`config.mk`:
```
export PLATFORM = sky130hd
export DESIGN_NAME = seq_multiplier_4_bit
export DESIGN_NICKNAME = d
export VERILOG_FILES = /design/src/rtl/mult_pkg.sv /design/src/rtl/half_adder_4_bit.sv /design/src/rtl/seq_multiplier_4_bit.sv
export SDC_FILE = /design/constraint.sdc
export NUM_CORES = 1
export LEC_CHECK = 0
export ABC_AREA = 1
export CORE_MARGIN = 4
export CORE_UTILIZATION = 55
export CTS_CLUSTER_SIZE = 28
export DETAILED_ROUTE_END_ITERATION = 12
export GPL_ROUTABILITY_DRIVEN = 1
export PLACE_DENSITY = 0.82
export SYNTH_ARGS = -nofsm -noshare
export SYNTH_HDL_FRONTEND = slang
export SYNTH_SLANG_ARGS = --single-unit
export TNS_END_PERCENT = 20
```
`constraint.sdc`:
```
create_clock -name i_clk -period 4.4 [get_ports i_clk]
set_input_delay 1.32 -clock i_clk [delete_from_list [all_inputs] [get_ports i_clk]]
set_output_delay 1.32 -clock i_clk [all_outputs]
set_load 0.01 [all_outputs]
```
`src/rtl/mult_pkg.sv`:
```
// Shared constants, state encoding and the shift helper for the sequential 4x4 multiplier.
package mult_pkg;

   localparam int         N_BITS    = 4;
   localparam logic [1:0] ITER_LAST = 2'd3;

   typedef enum logic [1:0] {
      IDLE = 2'd0,
      CALC = 2'd1,
      DONE = 2'd2
   } state_t;

   // One shift-and-add step: carry and sum become the new upper half, sum LSB enters the lower half.
   function automatic logic [2*N_BITS-1:0] shift_step(
      input logic              c,
      input logic [N_BITS-1:0] s,
      input logic [N_BITS-1:0] lo
   );
      return {c, s, lo[N_BITS-1:1]};
   endfunction

endpackage

```
`src/rtl/half_adder_4_bit.sv`:
```
// 4-bit adder without carry-in; the carry-out is the fifth bit of the sum.
module half_adder_4_bit
   import mult_pkg::*;
(
   input  logic [N_BITS-1:0] i_a,
   input  logic [N_BITS-1:0] i_b,
   output logic [N_BITS-1:0] o_sum,
   output logic              o_c4
);

   logic [N_BITS:0] w_total;

   assign w_total = {1'b0, i_a} + {1'b0, i_b};
   assign o_sum   = w_total[N_BITS-1:0];
   assign o_c4    = w_total[N_BITS];

endmodule

```
`src/rtl/seq_multiplier_4_bit.sv`:
```
// Unsigned 4x4 shift-and-add multiplier: one shared adder, four iterations, start/busy/done handshake.
module seq_multiplier_4_bit
   import mult_pkg::*;
(
   input  logic                  i_clk,
   input  logic                  i_rst,
   input  logic                  i_start,
   input  logic [N_BITS-1:0]     i_a,
   input  logic [N_BITS-1:0]     i_b,
   output logic                  o_busy,
   output logic                  o_done,
   output logic [2*N_BITS-1:0]   o_product
);

   state_t                r_state;
   logic [N_BITS-1:0]     r_mcand;
   logic [N_BITS-1:0]     r_hi;
   logic [N_BITS-1:0]     r_lo;
   logic [1:0]            r_cnt;
   logic [2*N_BITS-1:0]   r_product;
   logic                  r_busy;
   logic                  r_done;

   logic [N_BITS-1:0]     w_sum;
   logic                  w_c4;
   logic                  w_c;
   logic [N_BITS-1:0]     w_s;
   logic [2*N_BITS-1:0]   w_step;

   state_t                w_state_nxt;
   logic [N_BITS-1:0]     w_mcand_nxt;
   logic [N_BITS-1:0]     w_hi_nxt;
   logic [N_BITS-1:0]     w_lo_nxt;
   logic [1:0]            w_cnt_nxt;
   logic [2*N_BITS-1:0]   w_product_nxt;

   half_adder_4_bit u_adder (
      .i_a   (r_hi),
      .i_b   (r_mcand),
      .o_sum (w_sum),
      .o_c4  (w_c4)
   );

   // Select add or pass-through for this iteration and form the shifted {hi,lo}.
   always_comb begin
      w_c = 1'b0;
      w_s = r_hi;
      if (r_lo[0]) begin
         w_c = w_c4;
         w_s = w_sum;
      end else begin
         w_c = 1'b0;
         w_s = r_hi;
      end
      w_step = shift_step(w_c, w_s, r_lo);
   end

   // Next-state and datapath update decode.
   always_comb begin
      w_state_nxt   = r_state;
      w_mcand_nxt   = r_mcand;
      w_hi_nxt      = r_hi;
      w_lo_nxt      = r_lo;
      w_cnt_nxt     = r_cnt;
      w_product_nxt = r_product;
      case (r_state)
         IDLE: begin
            if (i_start) begin
               w_state_nxt = CALC;
               w_mcand_nxt = i_a;
               w_lo_nxt    = i_b;
               w_hi_nxt    = {N_BITS{1'b0}};
               w_cnt_nxt   = 2'd0;
            end else begin
               w_state_nxt = IDLE;
            end
         end
         CALC: begin
            w_hi_nxt  = w_step[2*N_BITS-1:N_BITS];
            w_lo_nxt  = w_step[N_BITS-1:0];
            w_cnt_nxt = r_cnt + 2'd1;
            if (r_cnt == ITER_LAST) begin
               w_product_nxt = w_step;
               w_state_nxt   = DONE;
            end else begin
               w_state_nxt = CALC;
            end
         end
         DONE: begin
            w_state_nxt = IDLE;
         end
         default: begin
            w_state_nxt = IDLE;
         end
      endcase
   end

   // State, datapath and handshake registers; busy/done are registered from the next state.
   always_ff @(posedge i_clk or posedge i_rst) begin
      if (i_rst) begin
         r_state   <= IDLE;
         r_mcand   <= {N_BITS{1'b0}};
         r_hi      <= {N_BITS{1'b0}};
         r_lo      <= {N_BITS{1'b0}};
         r_cnt     <= 2'd0;
         r_product <= {(2*N_BITS){1'b0}};
         r_busy    <= 1'b0;
         r_done    <= 1'b0;
      end else begin
         r_state   <= w_state_nxt;
         r_mcand   <= w_mcand_nxt;
         r_hi      <= w_hi_nxt;
         r_lo      <= w_lo_nxt;
         r_cnt     <= w_cnt_nxt;
         r_product <= w_product_nxt;
         r_busy    <= (w_state_nxt != IDLE);
         r_done    <= (w_state_nxt == DONE);
      end
   end

   assign o_busy    = r_busy;
   assign o_done    = r_done;
   assign o_product = r_product;

endmodule

```
## Word level (Yosys, flattened, before mapping)

Cells that the tools add are included.

- Register bits: 26
- Input port bits: 11
- Output and inout port bits: 10
- Logic and storage cells: 31

- Add/subtract/negate cells: 2
- Eq/ne operators: 4
- Mux-type cells: 11
- Reduce and logical (&&, ||, !) cells: 6

Operator list:

| cell | count |
|---|---|
| $pmux 4 s2 | 2 |
| $mux 4 | 3 |
| $pmux 2 s2 | 2 |
| $reduce_and 2->1 | 3 |
| $add 4x4->5 | 1 |
| $eq 2x2->1 const B | 2 |
| $mux 2 | 2 |
| $reduce_bool 2->1 | 2 |
| $add 2x1->2 const B | 1 |
| $eq 2x1->1 const B | 1 |
| $logic_not 2->1 | 1 |
| $mux 1 | 2 |
| $ne 2x2->1 const B | 1 |

## Logic depth before layout (Yosys ltp)

Gate-level depths: netlist of the first run.

- Depth after elaboration: 4
- Depth in mapped cells: 7
- Depth with buffers taken out: 7

## By module

From an unflattened synthesis of the first run, not the netlist that was laid out.

- Cell total of the unflattened synthesis: 153
- Area, all modules: 1290.0 um^2

Modules (own cells, without submodules):

| module | times used | cells each | area each (um^2) | seq. area each (um^2) |
|---|---|---|---|---|
| seq_multiplier_4_bit | 1 | 128 | 1132.3 | 650.6 |
| half_adder_4_bit | 1 | 25 | 157.7 | 0.0 |

## Worst setup path after synthesis of the first run

OpenSTA, ideal clock, no wires.

- Path type: input -> register
- Start point: input i_start
- End point: register r_mcand[1]
- Setup time: 0.118 ns
- Arrival: 1.816 ns
- Data required time: 4.282 ns
- Setup slack: 2.467 ns
- Stages: 5
- Path buffers: 1
- Path through: nand2_4 -> or2_0 -> buf_6 -> nand2_1 -> o21ai_2

- Cells in the longest elaborated chain, start to end: 1

Ends and longest elaborated chain:

| element | RTL line | source |
|---|---|---|
| start, declared | seq_multiplier_4_bit.sv:7 | `input logic i_start,` |
| $reduce_and 2->1 (no source line) | -- |  |
| end signal, assigned | seq_multiplier_4_bit.sv:102 | `r_mcand <= {N_BITS{1'b0}};` |
| end signal, assigned | seq_multiplier_4_bit.sv:111 | `r_mcand <= w_mcand_nxt;` |
| end, declared | seq_multiplier_4_bit.sv:16 | `logic [N_BITS-1:0] r_mcand;` |

Every way passes these cells.
A chain may end at the register's enable or synchronous reset.

## Worst setup path after layout of the first run

- Start point: register r_product[3], in the netlist o_product[3]
- End point: output o_product[3]

RTL lines:

| element | RTL line | source |
|---|---|---|
| start, declared | seq_multiplier_4_bit.sv:20 | `logic [2*N_BITS-1:0] r_product;` |
| start signal, assigned | seq_multiplier_4_bit.sv:106 | `r_product <= {(2*N_BITS){1'b0}};` |
| start signal, assigned | seq_multiplier_4_bit.sv:115 | `r_product <= w_product_nxt;` |
| end, declared | seq_multiplier_4_bit.sv:12 | `output logic [2*N_BITS-1:0] o_product` |

No word-level cell between the ends.

==> qor.yml, run 1 <==
postRouteAntennaNets: 0
die_area_um2: 3050
overflow: 0
rows: 16
clkSinkCount: 26
fp.coreArea_um2: 2040
first_global_vias: 864
portBuffers: 20
dp.final_hpwl_mm: 1.71
grt_pass1_wl_mm: 3.83
post_synth.cell_area_avg_um2: 9.80
area_growth_pct: 18.7
synth_nets: 142
cts_buffers: 3
insertion_delay_ns: 0.33
tightest_slew_ns: 0.935
layout-drive-gt1-share: 0.131
min-delay-start: "r_cnt[0]$_DFFE_PP0P_"
setup.worst_path.end_class: "primary output"
critPathRequiredTime_ns: 3.08
rsz0062_at_grt: "no"
clk_pin_slew_ns: 0.13
ir_drop_v: 0.000518
max_freq_mhz: 390
first_pass_iters: 4
synth_area_um2: 1220
r2r-start: "r_mcand[0]$_DFFE_PP0N_"
synth_largest_area_cell: "dfrtp_1"
via_count: 913
hold_buffers: 0
critPathKind: "flop to primary output"
instances_no_fill: 172
p_leak_nw: 0.721
setup_violations: 0
avgRoutedWirePerCell_um: 13.4
drc_errors: 0
wl_mm: 2.31
netlist-cell-type-count: 22
post_cts_buffers: 0
timing.final.crit_share: 0.583
start_util: 0.600
num_antenna_cells: 0
fin_tns_setup_ns: 0
fin_ws_ns: 1.83
relSlewSlack: 0.376
startpoint_type: "flop"
grt_max_degree: 27
cts_max_path_buffers: 2
crit_slowest_cell: "clkdlybuf4s50_1"
final.min_clock_period_ns: 2.57
status: "complete, no violations"
yosysWarnings: 0
finalHoldViolations: 0
path_cells: "clkdlybuf4s50_1"
ioPinCount: 21
htree_levels: 1
clock-skew-final_ns: 0.00591
ys_seq_elements: 26
cts_resized: 0
worstPathArrival_ns: 1.25
min_path_type: "flop to flop"
cpPeakStageDelay_ns: 0.54
clock-root-buffer: "clkbuf_4"
dp.cells: 169
gp_congestion: 0.706
vias_per_cell: 5.31
crit_family: "buffers and inverters"
tritoncts: "built"
maxCapViolations: 0
synthTopCellsByArea: "dfrtp_1 (53%), nand2_1 (6.4%), ha_1 (5.1%)"
path_max_fanout: 2
pre_cts_ws_ns: 1.75
critical_path_buf_inv_count: 1
die_y_um: 55.2
drt_iter0_drc: 21
num-nets-final: 164
grtUsageTotal: 0.184
powerDensity_nw_per_um2: 712
finalMaxSlewViolations: 0
synth_top_area_frac: 0.531
crit_path_start: "o_product[3]$_DFFE_PP0P_"
seq_area_frac_synth: 0.531
syn_inst: 125
antenna_found_initial: 0
die_w_um: 55.2
-- cell usage after synthesis --
| library cell | n |
|---|---|
| dfrtp_1 | 26 |
| inv_2 | 2 |
| nor2_1 | 5 |
| inv_1 | 15 |
| o22ai_1 | 4 |
| nor3_1 | 1 |
| a21oi_1 | 6 |
| o21ai_0 | 12 |
| o21ai_1 | 2 |
| a22o_1 | 1 |
| nand2_1 | 21 |
| buf_2 | 1 |
| fa_1 | 1 |
| ha_1 | 5 |
| buf_6 | 2 |
| nand2_4 | 4 |
| nand2_2 | 1 |
| inv_6 | 1 |
| nand3_1 | 6 |
| or2_2 | 1 |
| o21ai_2 | 7 |
| or2_0 | 1 |
-- final cells by class --
| cell class | instances | area (um2) |
|---|---|---|
| multi-input combinational | 78 | 474 |
| inverter | 18 | 72.6 |
| tap | 27 | 33.8 |
| fill | 167 | 588 |
| clock buffer | 3 | 22.5 |
| sequential | 26 | 651 |
| timing repair buffer | 20 | 200 |
-- where the power goes --
group          switching, mW  leakage, nW  total (mW)  internal, mW
registers             0.0763        0.323       0.423         0.347
clock network         0.0672       0.0138      0.0994        0.0323
logic                  0.287        0.384       0.512         0.225
total                  0.431        0.721        1.03         0.604
-- layout by cell type, fill, tap and decap left out --
master	n
a21oi_1	6
a22o_1	1
clkbuf_4	3
clkdlybuf4s50_1	20
dfrtp_1	26
fa_1	1
ha_1	5
inv_1	15
inv_2	2
inv_6	1
nand2_1	21
nand2_2	1
nand2_4	4
nand3_1	6
nor2_1	5
nor3_1	1
o21ai_0	12
o21ai_1	2
o21ai_2	7
o22ai_1	4
or2_0	1
or2_2	1
-- state kept, by name (all words and copies together) (netlist names) --
name       cells
o_product      8
r_hi           4
r_lo           4
r_mcand        4
r_cnt          2
r_state        2
o_busy         1
o_done         1
-- per-layer routing --
metal  wire length (um)  global-route usage  share of wire  vias up
li1                   -                   -              -      447
met1               1010               0.213           0.44      433
met2               1100               0.303           0.47       26
met3                131              0.0429          0.057        7
met4                 73               0.117          0.032        0
met5                  0                   0              0        -
-- stage by stage --
step / hold slack (ns) / instance area, um2 / util / power, mW
floorplan: 0.450 / 1220 / - / 0.773
global placement: 0.463 / 1430 / 0.701 / 0.905
CTS: 0.492 / 1450 / 0.712 / 1.04
finish: 0.488 / 1450 / 0.712 / 1.03
detailed placement: 0.472 / 1430 / 0.701 / 0.936
global route: 0.522 / 1450 / 0.712 / 1.12
-- path summary, 6_finish.rpt --
path                                             to  slack [ns]  cells after the start
min in group asynchronous  o_product[3]$_DFFE_PP0P_        1.49                      2
hold reg to reg                r_cnt[0]$_DFFE_PP0P_        0.49                      1
max in group asynchronous       r_hi[1]$_DFFE_PP0P_        2.34                      2
hold / removal                 r_cnt[0]$_DFFE_PP0P_        0.49                      1
setup / recovery                       o_product[3]        1.83                      1
setup reg to reg           o_product[7]$_DFFE_PP0P_        2.77                      6
-- cells by family (layout without fill, tap and decap cells) --
| kind of cell | after synthesis | after routing | synth area share |
|---|---|---|---|
| simple gates | 40 | 40 | 0.160 |
| compound gates | 32 | 32 | 0.159 |
| flops | 26 | 26 | 0.531 |
| buf+inv | 21 | 41 | 0.0817 |
| fa+ha+maj | 6 | 6 | 0.0674 |
No activity file was read; power rests on OpenSTA's default activity.
==> inputs of run 2 (changes only) <==
- CORE_ASPECT_RATIO: default -> 0.5
- CORE_UTILIZATION: 55 -> 46
- PLACE_DENSITY: 0.82 -> 0.74
- clock period: 4.4 -> 2.1 ns (I/O delays scaled with it)
==> qor.yml, run 2 (synthesized netlist as in run 1, its figures left out) <==
status: "complete, no violations"  # unchanged
postRouteAntennaNets: 0  # unchanged
area_growth_pct: 22.8  # was 18.7%
fin_ws_ns: 0.281  # was 1.83 ns
critical_path_buf_inv_count: 1  # unchanged
die_area_um2: 3600  # was 3050 um2
grtUsageTotal: 0.160  # was 0.184
num-nets-final: 165  # was 164
r2r_end: "o_product[5]$_DFFE_PP0P_"  # was o_product[7]$_DFFE_PP0P_
gp_congestion: 0.748  # was 0.706
cpPeakStageDelay_ns: 0.54  # about the same
post_cts_buffers: 0  # unchanged
portBuffers: 20  # unchanged
rrSetupSlack_ns: 0.39  # was 2.77 ns
finalHoldViolations: 0  # unchanged
timing.final.crit_share: 0.866
fp.coreArea_um2: 2370  # was 2040 um2
design_area_um2: 1500  # was 1450 um2
clkSinkCount: 26  # unchanged
htree_levels: 1  # unchanged
powerDensity_nw_per_um2: 1530  # was 712 nW/um2
clk_pin_slew_ns: 0.09  # was 0.13 ns
pre_cts_ws_ns: 0.0946  # was 1.75 ns
path_cells: "clkdlybuf4s50_1"  # unchanged
grt_max_degree: 27  # unchanged
antenna_found_initial: 0  # unchanged
vias_per_cell: 5.08  # was 5.31
rsz0062_at_grt: "no"  # unchanged
tightest_slew_ns: 0.584  # was 0.935 ns
grt_pass1_wl_mm: 4.24  # was 3.83 mm
crit_slowest_cell: "clkdlybuf4s50_1"  # unchanged
hold_buffers: 0  # unchanged
max_freq_mhz: 550
via_count: 924  # was 913
final_cell_mix: "dfrtp_1 (26), nand2_1 (21), clkdlybuf4s50_1 (20)"  # unchanged
drc_errors: 0  # unchanged
drt_iter0_drc: 23  # was 21
wl_mm: 2.53  # was 2.31 mm
critPathRequiredTime_ns: 1.47  # was 3.08 ns
relSlewSlack: 0.611  # was 0.376
tritoncts: "built"  # unchanged
dp.final_hpwl_mm: 1.89  # was 1.71 mm
layout-drive-gt1-share: 0.143  # was 0.131
fin_tns_setup_ns: 0  # unchanged
first_global_vias: 953  # was 864
cp-endpoint: "o_product[3]"  # unchanged
crit_path_start: "o_product[3]$_DFFE_PP0P_"  # unchanged
final.min_clock_period_ns: 1.82
cts_resized: 0  # unchanged
placed_cell_area_um2: 1450  # was 1430 um2
path_depth: 1  # unchanged
crit_family: "buffers and inverters"  # unchanged
ir_drop_v: 0.000647  # was 0.000518 V
clock-root-buffer: "clkbuf_8"  # was clkbuf_4
die_w_um: 81.0  # was 55.2 um
overflow: 0  # unchanged
insertion_delay_ns: 0.27  # was 0.33 ns
fillCellCount: 216  # was 167
rows: 12  # was 16
avgRoutedWirePerCell_um: 13.9  # was 13.4 um
rr_worst_depth: 7  # was 6
min_path_type: "flop to flop"  # unchanged
p_leak_nw: 0.741  # was 0.721 nW
r2r-start: "r_mcand[0]$_DFFE_PP0N_"  # unchanged
setup_violations: 0  # unchanged
largest_reg_flops: 8  # unchanged
ioPinCount: 21  # unchanged
setup.worst_path.end_class: "primary output"  # unchanged
maxCapViolations: 0  # unchanged
clock-skew-final_ns: 0.00127  # was 0.00591 ns
start_util: 0.516  # was 0.600
worstPathArrival_ns: 1.19  # was 1.25 ns
num_antenna_cells: 0  # unchanged
cts_buffers: 3  # unchanged
cts_max_path_buffers: 2  # unchanged
finalMaxSlewViolations: 0  # unchanged
first_pass_iters: 4  # unchanged
startpoint_type: "flop"  # unchanged
critPathKind: "flop to primary output"  # unchanged
die_y_um: 44.5  # was 55.2 um
final_common_cell: "dfrtp_1"  # unchanged
path_max_fanout: 2  # unchanged
run 2: cell count changes in the layout (fill, tap and decap cells not counted):
cell / before / now
clkbuf_4: 3 / 0
buf_4: 0 / 1
clkbuf_8: 0 / 4
run 2: area by class of cell:
| class | count | area (um2) | area share |
|---|---|---|---|
| Clock buffer | 4 | 55.1 | 0.0366 |
| Inverter | 18 | 72.6 | 0.0483 |
| Multi-Input combinational cell | 78 | 474 | 0.315 |
| Sequential cell | 26 | 651 | 0.433 |
| Tap cell | 35 | 43.8 | 0.0291 |
| Timing Repair Buffer | 21 | 208 | 0.138 |
run 2: how the worst min path moves through the flow:
stage,startpoint,cells past startpoint,to,slack [ns]
2_1_floorplan,r_cnt[0]$_DFFE_PP0P_,1,r_cnt[0]$_DFFE_PP0P_,0.45
3_3_place_gp,o_product[6]$_DFFE_PP0P_,2,o_product[6]$_DFFE_PP0P_,0.46
3_5_place_dp,o_product[6]$_DFFE_PP0P_,2,o_product[6]$_DFFE_PP0P_,0.46
4_1_cts,o_product[6]$_DFFE_PP0P_,2,o_product[6]$_DFFE_PP0P_,0.49
5_1_grt,o_product[1]$_DFFE_PP0P_,2,o_product[1]$_DFFE_PP0P_,0.51
6_report,o_product[0]$_DFFE_PP0P_,2,o_product[0]$_DFFE_PP0P_,0.49
run 2: layer usage:
| metal | vias up | track usage | part of all wire |
|---|---|---|---|
| li1 | 451 | - | - |
| met1 | 448 | 0.195 | 0.46 |
| met2 | 25 | 0.277 | 0.49 |
| met3 | 0 | 0.0488 | 0.054 |
| met4 | 0 | 0.0505 | 0 |
| met5 | - | 0 | 0 |
run 2: report_power, final:
part | internal, mW | switching, mW | total [mW]
Clock | 0.168 | 0.156 | 0.323
Sequential | 0.728 | 0.162 | 0.890
Combinational | 0.471 | 0.616 | 1.09
run 2: through the flow:
step	utilization	std cells	hold WS [ns]	total power [mW]
3_5_place_dp	0.611	178	0.465	1.98
2_1_floorplan	-	125	0.450	1.62
5_1_grt	0.634	182	0.507	2.47
4_1_cts	0.634	182	0.488	2.31
3_3_place_gp	0.611	178	0.464	1.91
6_report	0.634	182	0.486	2.30
==> inputs of run 3 (changes only) <==
- CORE_UTILIZATION: 46 -> 47
- PLACE_DENSITY: 0.74 -> default
- PLACE_DENSITY_LB_ADDON: default -> 0.05
- SYNTH_HIERARCHICAL: default -> 1
==> qor.yml, run 3 <==
min_path_type: "flop to flop"  # unchanged
crit_path_start: "o_product[6]$_DFFE_PP0P_"  # was o_product[3]$_DFFE_PP0P_
largest_reg_flops: 8  # unchanged
critical_path_buf_inv_count: 1  # unchanged
rsz0062_at_grt: "no"  # unchanged
post_synth.cell_area_avg_um2: 8.43  # was 9.80 um2
instances_no_fill: 215  # was 182
die_area_um2: 3700  # was 3600 um2
seq_area_frac_synth: 0.504  # was 0.531
layout-drive-gt1-share: 0.0843  # was 0.143
powerDensity_nw_per_um2: 1360  # was 1530 nW/um2
r2r_end: "r_hi[3]$_DFFE_PP0P_"  # was o_product[5]$_DFFE_PP0P_
cts_resized: 0  # unchanged
status: "complete, no violations"  # unchanged
die_y_um: 45.0  # was 44.5 um
relSlewSlack: 0.767  # was 0.611
max_freq_mhz: 557  # was 550 MHz
fp.coreArea_um2: 2600  # was 2370 um2
rr_worst_depth: 6  # was 7
critPathKind: "flop to primary output"  # unchanged
gp_congestion: 0.830  # was 0.748
insertion_delay_ns: 0.27  # about the same
grtUsageTotal: 0.159  # was 0.160
rows: 13  # was 12
synth_top_area_frac: 0.504  # was 0.531
cp-endpoint: "o_product[6]"  # was o_product[3]
via_count: 1007  # was 924
holdWs_ns: 0.481  # was 0.486 ns
dp.final_hpwl_mm: 1.86  # was 1.89 mm
tightest_slew_ns: 0.350  # was 0.584 ns
placed_cell_area_um2: 1540  # was 1450 um2
drt_iter0_drc: 49  # was 23
first_global_vias: 939  # was 953
highest_layer: "met4"  # was met3
ir_drop_v: 0.000634  # was 0.000647 V
cts_buffers: 3  # unchanged
hold_buffers: 0  # unchanged
power.total_mw: 2.17  # was 2.30 mW
yosysWarnings: 6  # was 0
avgRoutedWirePerCell_um: 11.4  # was 13.9 um
path_depth: 1  # unchanged
fin_ws_ns: 0.303  # was 0.281 ns
dp.cells: 211  # was 178
synthArstFlopShare: 1.00  # unchanged
overflow: 0  # unchanged
postRouteAntennaNets: 0  # unchanged
path_cells: "clkdlybuf4s50_1"  # unchanged
worstPathArrival_ns: 1.17  # was 1.19 ns
fin_tns_setup_ns: 0  # unchanged
clock-skew-final_ns: 0.00428  # was 0.00127 ns
design_area_um2: 1600  # was 1500 um2
grt_max_degree: 27  # unchanged
grt_pass1_wl_mm: 4.33  # was 4.24 mm
ys_dominant_reg_cell: "dfrtp_1"  # unchanged
drc_errors: 0  # unchanged
dr_wl_met2_mm: 1.02  # was 1.24 mm
crit_slowest_cell: "clkdlybuf4s50_1"  # unchanged
final.min_clock_period_ns: 1.80  # was 1.82 ns
synth_area_um2: 1290  # was 1220 um2
clkSinkCount: 26  # unchanged
area_growth_pct: 23.7  # was 22.8%
synth_most_common_cell: "nand2_1"  # was dfrtp_1
setup_violations: 0  # unchanged
multi_input_area_um2: 562  # was 474 um2
startpoint_type: "flop"  # unchanged
crit_family: "buffers and inverters"  # unchanged
start_util: 0.496  # was 0.516
path_max_fanout: 2  # unchanged
ys_seq_elements: 26  # unchanged
cts_max_path_buffers: 2  # unchanged
tritoncts: "built"  # unchanged
htree_levels: 1  # unchanged
r2r-start: "r_hi[0]$_DFFE_PP0P_"  # was r_mcand[0]$_DFFE_PP0N_
setup.worst_path.end_class: "primary output"  # unchanged
final_cell_mix: "nand2_1 (75), dfrtp_1 (26), clkdlybuf4s50_1 (20)"  # was dfrtp_1 (26), nand2_1 (21), clkdlybuf4s50_1 (20)
pre_cts_ws_ns: 0.375  # was 0.0946 ns
vias_per_cell: 4.68  # was 5.08
synth_nets: 170  # was 142
portBuffers: 20  # unchanged
synth-edff-count: 0  # unchanged
num-nets-final: 196  # was 165
clk_pin_slew_ns: 0.09  # about the same
ioPinCount: 21  # unchanged
synth_largest_area_cell: "dfrtp_1"  # unchanged
m1WireLength_mm: 1.33  # was 1.15 mm
finalMaxSlewViolations: 0  # unchanged
fillCellCount: 243  # was 216
rrSetupSlack_ns: 0.51  # was 0.39 ns
register_area_um2: 651  # unchanged
p_leak_nw: 0.841  # was 0.741 nW
timing.final.crit_share: 0.856  # was 0.866
die_w_um: 82.1  # was 81.0 um
syn_inst: 153  # was 125
synthTopCellsByArea: "dfrtp_1 (50%), nand2_1 (22%), ha_1 (4.8%)"  # was dfrtp_1 (53%), nand2_1 (6.4%), ha_1 (5.1%)
final_common_cell: "nand2_1"  # was dfrtp_1
antenna_found_initial: 0  # unchanged
finalHoldViolations: 0  # unchanged
postLayoutCoreUtil: 0.613  # was 0.634
maxCapViolations: 0  # unchanged
synth_commonest_cells: "nand2_1 (75), dfrtp_1 (26), inv_1 (15)"  # was dfrtp_1 (26), nand2_1 (21), inv_1 (15)
post_cts_buffers: 0  # unchanged
critPathRequiredTime_ns: 1.47  # about the same
num_antenna_cells: 0  # unchanged
wl_mm: 2.44  # was 2.53 mm
netlist-cell-type-count: 19  # was 22
cpPeakStageDelay_ns: 0.54  # about the same
first_pass_iters: 4  # unchanged
dr_wl_met3_um: 90  # was 137 um
clock-root-buffer: "clkbuf_8"  # unchanged
-- run 3: kinds of logic after synthesis --
family,synth area share
compound gates,0.0524
xor+xnor,0.00679
fa+ha+maj,0.0640
buf+inv,0.0601
flops,0.504
simple gates,0.312
-- run 3: worst min path at each step --
stage	from	end	slack (ns)	cells after the start
after CTS	o_product[2]$_DFFE_PP0P_	o_product[2]$_DFFE_PP0P_	0.49	2
final	o_product[2]$_DFFE_PP0P_	o_product[2]$_DFFE_PP0P_	0.48	2
after global routing	o_product[5]$_DFFE_PP0P_	o_product[5]$_DFFE_PP0P_	0.50	2
after global placement	o_product[3]$_DFFE_PP0P_	o_product[3]$_DFFE_PP0P_	0.46	2
after floorplan	r_cnt[1]$_DFFE_PP0P_	r_cnt[1]$_DFFE_PP0P_	0.45	2
after detailed placement	o_product[4]$_DFFE_PP0P_	o_product[4]$_DFFE_PP0P_	0.46	2
-- run 3: power breakdown --
part	leakage (nW)	internal, mW	switching (mW)
clock network	0.0288	0.167	0.150
registers	0.334	0.701	0.172
logic	0.478	0.429	0.556
total	0.841	1.30	0.878
-- run 3: per-layer routing --
metal / global-route usage / up-vias
met1: 0.233 / 465
met2: 0.238 / 14
met3: 0.0478 / 2
met4: 0.0298 / 0
li1: - / 526
met5: 0 / -
-- run 3: area by class of cell --
type | count | share of cell area
Timing Repair Buffer | 22 | 0.135
Clock buffer | 4 | 0.0345
Sequential cell | 26 | 0.408
Multi-Input combinational cell | 109 | 0.352
Tap cell | 37 | 0.0290
Inverter | 17 | 0.0416
